File: src/rtl/sntc_ldpc_pkg.sv
// Shared constants and controller state encoding for the LDPC encoder slice.
package sntc_ldpc_pkg;

  localparam int MM_DEFAULT = 'h0a8;
  localparam int NN_DEFAULT = 'h0d0;

  typedef enum logic [1:0] {
    ST_IDLE  = 2'd0,
    ST_WAIT  = 2'd1,
    ST_CHECK = 2'd2,
    ST_HOLD  = 2'd3
  } ctrl_state_e;

endpackage

File: src/rtl/sntc_sat_cnt.sv
// Saturating up-counter with synchronous active-low reset and soft clear.
module sntc_sat_cnt #(
  parameter int W = 16
) (
  input  logic         clk,
  input  logic         rstn,
  input  logic         clr_i,
  input  logic         inc_i,
  output logic [W-1:0] cnt_o
);

  logic [W-1:0] cnt_q;
  logic [W-1:0] cnt_d;

  always_comb begin
    cnt_d = cnt_q;
    if (clr_i) begin
      cnt_d = '0;
    end else if (inc_i && (cnt_q != {W{1'b1}})) begin
      cnt_d = cnt_q + 1'b1;
    end
  end

  always_ff @(posedge clk) begin
    if (!rstn) begin
      cnt_q <= '0;
    end else begin
      cnt_q <= cnt_d;
    end
  end

  assign cnt_o = cnt_q;

endmodule

File: src/rtl/sntc_ldpc_encoder_ctrl.sv
// Handshake controller around the LDPC encoder wrapper: latches a message,
// waits out the encoder latency, captures the codeword and presents it downstream.
module sntc_ldpc_encoder_ctrl
  import sntc_ldpc_pkg::*;
#(
  parameter int MM      = MM_DEFAULT,
  parameter int NN      = NN_DEFAULT,
  parameter int ENC_LAT = 2,
  parameter int CNT_W   = 16
) (
  input  logic             clk,
  input  logic             rstn,
  input  logic             clr,
  input  logic             msg_valid,
  output logic             msg_ready,
  input  logic [NN-MM-1:0] msg_data,
  output logic             cw_valid,
  input  logic             cw_ready,
  output logic [NN-1:0]    cw_data,
  output logic             cw_err,
  output logic [NN-MM-1:0] enc_msg,
  input  logic [NN-1:0]    enc_cword,
  input  logic             enc_valid,
  output logic             busy,
  output logic [CNT_W-1:0] cnt_ok,
  output logic [CNT_W-1:0] cnt_err
);

  localparam int MSG_W  = NN - MM;
  localparam int WAIT_W = (ENC_LAT > 1) ? $clog2(ENC_LAT) : 1;
  localparam logic [WAIT_W-1:0] WAIT_LOAD = WAIT_W'(ENC_LAT - 1);

  ctrl_state_e       state_q, state_d;
  logic [WAIT_W-1:0] wait_q, wait_d;
  logic [MSG_W-1:0]  enc_msg_q, enc_msg_d;
  logic [NN-1:0]     cw_data_q, cw_data_d;
  logic              cw_err_q, cw_err_d;
  logic              accept;
  logic              inc_ok;
  logic              inc_err;

  // In HOLD the upstream may only advance when the held codeword leaves.
  assign msg_ready = ~clr & ((state_q == ST_IDLE) | ((state_q == ST_HOLD) & cw_ready));
  assign accept    = msg_valid & msg_ready;

  always_comb begin
    state_d   = state_q;
    wait_d    = wait_q;
    enc_msg_d = enc_msg_q;
    cw_data_d = cw_data_q;
    cw_err_d  = cw_err_q;
    inc_ok    = 1'b0;
    inc_err   = 1'b0;
    case (state_q)
      ST_IDLE: begin
        if (accept) begin
          enc_msg_d = msg_data;
          wait_d    = WAIT_LOAD;
          state_d   = ST_WAIT;
        end
      end
      ST_WAIT: begin
        if (wait_q == '0) begin
          state_d = ST_CHECK;
        end else begin
          wait_d = wait_q - 1'b1;
        end
      end
      ST_CHECK: begin
        cw_data_d = enc_cword;
        cw_err_d  = ~enc_valid;
        inc_ok    = enc_valid;
        inc_err   = ~enc_valid;
        state_d   = ST_HOLD;
      end
      ST_HOLD: begin
        if (cw_ready) begin
          if (accept) begin
            enc_msg_d = msg_data;
            wait_d    = WAIT_LOAD;
            state_d   = ST_WAIT;
          end else begin
            state_d = ST_IDLE;
          end
        end
      end
      default: state_d = ST_IDLE;
    endcase
    // Soft clear abandons the in-flight codeword but keeps the data registers.
    if (clr) begin
      state_d  = ST_IDLE;
      wait_d   = '0;
      cw_err_d = 1'b0;
      inc_ok   = 1'b0;
      inc_err  = 1'b0;
    end
  end

  always_ff @(posedge clk) begin
    if (!rstn) begin
      state_q   <= ST_IDLE;
      wait_q    <= '0;
      enc_msg_q <= '0;
      cw_data_q <= '0;
      cw_err_q  <= 1'b0;
    end else begin
      state_q   <= state_d;
      wait_q    <= wait_d;
      enc_msg_q <= enc_msg_d;
      cw_data_q <= cw_data_d;
      cw_err_q  <= cw_err_d;
    end
  end

  sntc_sat_cnt #(.W(CNT_W)) u_cnt_ok (
    .clk   (clk),
    .rstn  (rstn),
    .clr_i (clr),
    .inc_i (inc_ok),
    .cnt_o (cnt_ok)
  );

  sntc_sat_cnt #(.W(CNT_W)) u_cnt_err (
    .clk   (clk),
    .rstn  (rstn),
    .clr_i (clr),
    .inc_i (inc_err),
    .cnt_o (cnt_err)
  );

  assign cw_valid = (state_q == ST_HOLD);
  assign cw_data  = cw_data_q;
  assign cw_err   = cw_err_q;
  assign enc_msg  = enc_msg_q;
  assign busy     = (state_q != ST_IDLE);

endmodule

File: config.mk
export PLATFORM = sky130hd
export DESIGN_NAME = sntc_ldpc_encoder_ctrl
export DESIGN_NICKNAME = d
export VERILOG_FILES = /design/src/rtl/sntc_ldpc_pkg.sv /design/src/rtl/sntc_sat_cnt.sv /design/src/rtl/sntc_ldpc_encoder_ctrl.sv
export SDC_FILE = /design/constraint.sdc
export NUM_CORES = 1
export LEC_CHECK = 0
export ABC_AREA = 1
export CAP_MARGIN = 20
export CORE_AREA = 2 2 209 211
export DETAILED_ROUTE_END_ITERATION = 16
export DIE_AREA = 0 0 211 213
export GPL_TIMING_DRIVEN = 0
export SETUP_SLACK_MARGIN = 0.5
export SLEW_MARGIN = 20
export SYNTH_ARGS = -nofsm -noshare
export SYNTH_HDL_FRONTEND = slang
export SYNTH_SLANG_ARGS = --single-unit
export TNS_END_PERCENT = 20
File: constraint.sdc
create_clock -name clk -period 2.7 [get_ports clk]
set_input_delay 0.54 -clock clk [delete_from_list [all_inputs] [get_ports clk]]
set_output_delay 0.54 -clock clk [all_outputs]
set_load 0.01 [all_outputs]
==> flow_summary_export.csv <==
group,metric,value,unit
global_routing,grt_use_total,0.184,
setup_path,reg2reg_slack,670,ps
power,leakage,7.19,nW
finish,syn_to_final_growth,68.6,%
global_routing,grt-ovfl-total,0,
clocking,clkLatencyLatePin,540,ps
die,die_width,211,µm
placed_design,gp_congestion,0.866,
timing,finalCritPeriodShare,0.798,
timing,rsz0062_at_grt,"yes",
finish,final_layout_size_suffix_gt1_frac,0.0583,
setup_path,critPathLaunchType,"input port",
setup_path,r2r_start,"state_q[0]",
finish,fin_area,17900,µm²
job,drv_cap,0,
placed_design,io_buffers,537,
global_routing,grt_max_degree,13,
synth,synth_top_family_by_area,"simple AND/OR/NAND/NOR gates",
setup_path,path_class,"in -> out",
synth,synth-compound-area-share,0.139,
synth,synthXorXnorAreaFrac,0.0107,
finish,nets,2257,
synth,synth.largest_area_cell,"dfxtp_1",
synth,yosysTopAreaCellShare,0.534,
setup_path,reg2reg_to,"cw_data[4]",
global_routing,grtUsageMet3,0.0635,
clocking,cts_tree,"yes",
timing,clock.fmax,464,MHz
placed_design,hpwl,33400,µm
routing,drtIter0Drc,669,
clocking,cts.sinks,284,
routing,ant_nets,0,
synth,synth.area.mux_share,0,
setup_path,crit_family,"buffers and inverters",
global_routing,antenna_found_initial,0,
clocking,cts_root_buffer,"clkbuf_16",
setup_path,cp_max_fo,5,
synth,synth-simple-area-share,0.260,
clocking,cts_buffers,36,
clocking,postCtsHoldBufs,0,
synth,yosysWarnings,0,
setup_path,crit_end,"msg_ready",
power,combinationalPowerShare,0.082,
power,seq_power_share,0.424,
setup_path,worstSetupStartpoint,"clr",
synth,synthCells,1421,
power,powerDensity,566,nW/µm²
die,core_area,42700,µm²
synth,synth_edf_count,0,
power,p_clk_frac,0.494,
synth,ys.flop_type,"dfxtp_1",
setup_path,cp.arrival,1620,ps
die,rows,76,
power,power_switching,2.28,mW
clocking,h-tree-depth,2,
min_path,hold_start,"wait_q",
synth,synth_fa_ha_area_frac,0.00823,
synth,syn_area,10600,µm²
synth,netlist_top_cells_area,"dfxtp_1 53%, nor2_1 19%, o21ai_0 12%, nand2_1 3.6%, clkbuf_1 1.9%",
finish,n_antenna_cell,0,
global_routing,busiest_layer,"met2",
setup_path,crit_path_max_incr_delay,610,ps
synth,seq_area_frac_synth,0.534,
clocking,cts.clk_slew.worst_paths,60,ps
finish,n_fill_cell,4324,
clocking,cts_setup_buffers,0,
min_path,hold_path.class,"reg -> reg",
timing,period_minus_slack,2160,ps
timing,setup_viol,0,
global_routing,grt_util_met1,0.216,
routing,avgViaCountPerCell,4.49,
routing,routed_wl,43600,µm
setup_path,crit_cells,3,
power,intPower,7.88,mW
timing,maxSlewHeadroom,0.645,
synth,postSynthAreaPerCell,7.49,µm²
timing,skew,18.3,ps
synth,netlist_top_cells_count,"545 x nor2_1, 284 x dfxtp_1, 248 x o21ai_0, 102 x nand2_1, 55 x clkbuf_1",
power,switching_share,0.224,
synth,yosysMostFrequentCell,"nor2_1",
global_routing,grt_pass1_wl,64300,µm
synth,syn_nets,1682,
global_routing,grt_use_met2,0.306,
placed_design,place_area,16700,µm²
routing,drcViolationCount,0,
die,initial_core_util,0.249,
synth,async_flop_share,0,
die,die-height,213,µm
power,vdd_drop_max,0.000438,V
setup_path,reg2regPathDepth,6,
setup_path,required,2160,ps
setup_path,path_buf_inv,2,
die,ios,538,
routing,drt-pass1-iter-count,6,
timing,setup_tns,0,ps
timing,hold_viol,0,
clocking,clockBufferDepth,3,
setup_path,cp_cell_sequence,"clkdlybuf4s50_1, a21oi_2, clkbuf_2",
synth,ys_seq_elements,284,
die,dieArea,44900,µm²
global_routing,grt_pass1_vias,11294,
synth,yosys.cell_types.count,30,
routing,wire_per_inst,17.0,µm
routing,vias,11528,
setup_path,cp-end-kind,"primary output",
power,power,10.2,mW
timing,worst_pin_slew,533,ps
finish,utilization,0.420,
setup_path,slowest_stage,"clkdlybuf4s50_1",
run_status,status,"finished, final reports clean",
timing,slew_violations,0,
-- worst min path at each step --
stage	end	depth (start not counted)	slack, ps
final	wait_q	2	490
after CTS	wait_q	2	490
after floorplan	wait_q	2	440
after global routing	cw_data[133]	2	510
after global placement	wait_q	2	460
after detailed placement	wait_q	2	470
-- registers in the layout (all words and copies together), names as in the netlist --
| signal | flops |
|---|---|
| wait_q | 1 |
| u_cnt_err.cnt_o | 16 |
| u_cnt_ok.cnt_o | 16 |
| cw_data | 208 |
| cw_err | 1 |
| enc_msg | 40 |
| state_q | 2 |
-- worst register-to-register path: cells and delay by family (launching register included) --
kind | cells | cell delay (ps)
buffers and inverters | 3 | 970
adders and majority gates | 1 | 340
DFF | 1 | 350
AOI/OAI and AO/OA | 1 | 190
and+or+nand+nor | 1 | 120
-- final cells by class --
type	instances	area, µm²	share of cell area
Clock buffer	50	1040	0.0582
Tap cell	546	683	0.0381
Sequential cell	284	5690	0.317
Buffer	89	402	0.0224
Multi-Input combinational cell	1014	4440	0.247
Timing Repair Buffer	537	5370	0.299
Inverter	34	128	0.00711
Clock inverter	16	196	0.0109
-- logic make-up after synthesis --
family | count (synthesis)
AOI/OAI and AO/OA | 291
xor gates and xnor gates | 13
and+or+nand+nor | 703
DFF | 284
adders and majority gates | 7
buffers and inverters | 123
-- layer usage --
metal,vias to the layer above,share of wire,wire length [µm]
met4,0,0.038,1660
met2,471,0.47,20700
li1,5710,-,-
met3,98,0.089,3870
met5,-,0,0
met1,5249,0.40,17400
-- repair_timing --
action                                  CTS  global route
gates cloned                              0             0
endpoints found under the setup margin  148            20
gates resized for setup                  12             3
-- stage by stage --
| step | worst slack, ps | std cells | hold slack (ps) |
|---|---|---|---|
| finish | 544 | 2570 | 486 |
| global route | 458 | 2570 | 510 |
| CTS | 399 | 2570 | 485 |
| detailed placement | -397 | 2504 | 471 |
| global placement | -397 | 2504 | 459 |
| floorplan | 1130 | 1421 | 437 |
-- power by group through the flow --
stage | registers (mW) | logic, mW | clock network [mW]
final | 4.31 | 0.832 | 5.02
after CTS | 4.31 | 0.839 | 5.18
after detailed placement | 4.40 | 0.832 | 0
after floorplan | 4.43 | 0.171 | 0
after global placement | 4.40 | 0.830 | 0
after global routing | 4.32 | 0.895 | 5.34
-- placed cells by master, fill, tap and decap left out, drive strengths merged --
cell type        n
clkbuf         106
inv             35
clkdlybuf4s50  534
clkdlybuf4s15    1
a21oi           28
nand2          107
dfxtp          284
bufinv           4
nor3b            1
nor3             4
nand4            7
nand3           35
xor2             4
o21ai          260
ha               7
clkinv           9
clkinvlp         2
dlygate4sd2      1
xnor2            9
nor2           549
a31oi            2
o211a            1
buf             34
Note: power is estimated with default switching activity, not from simulation.
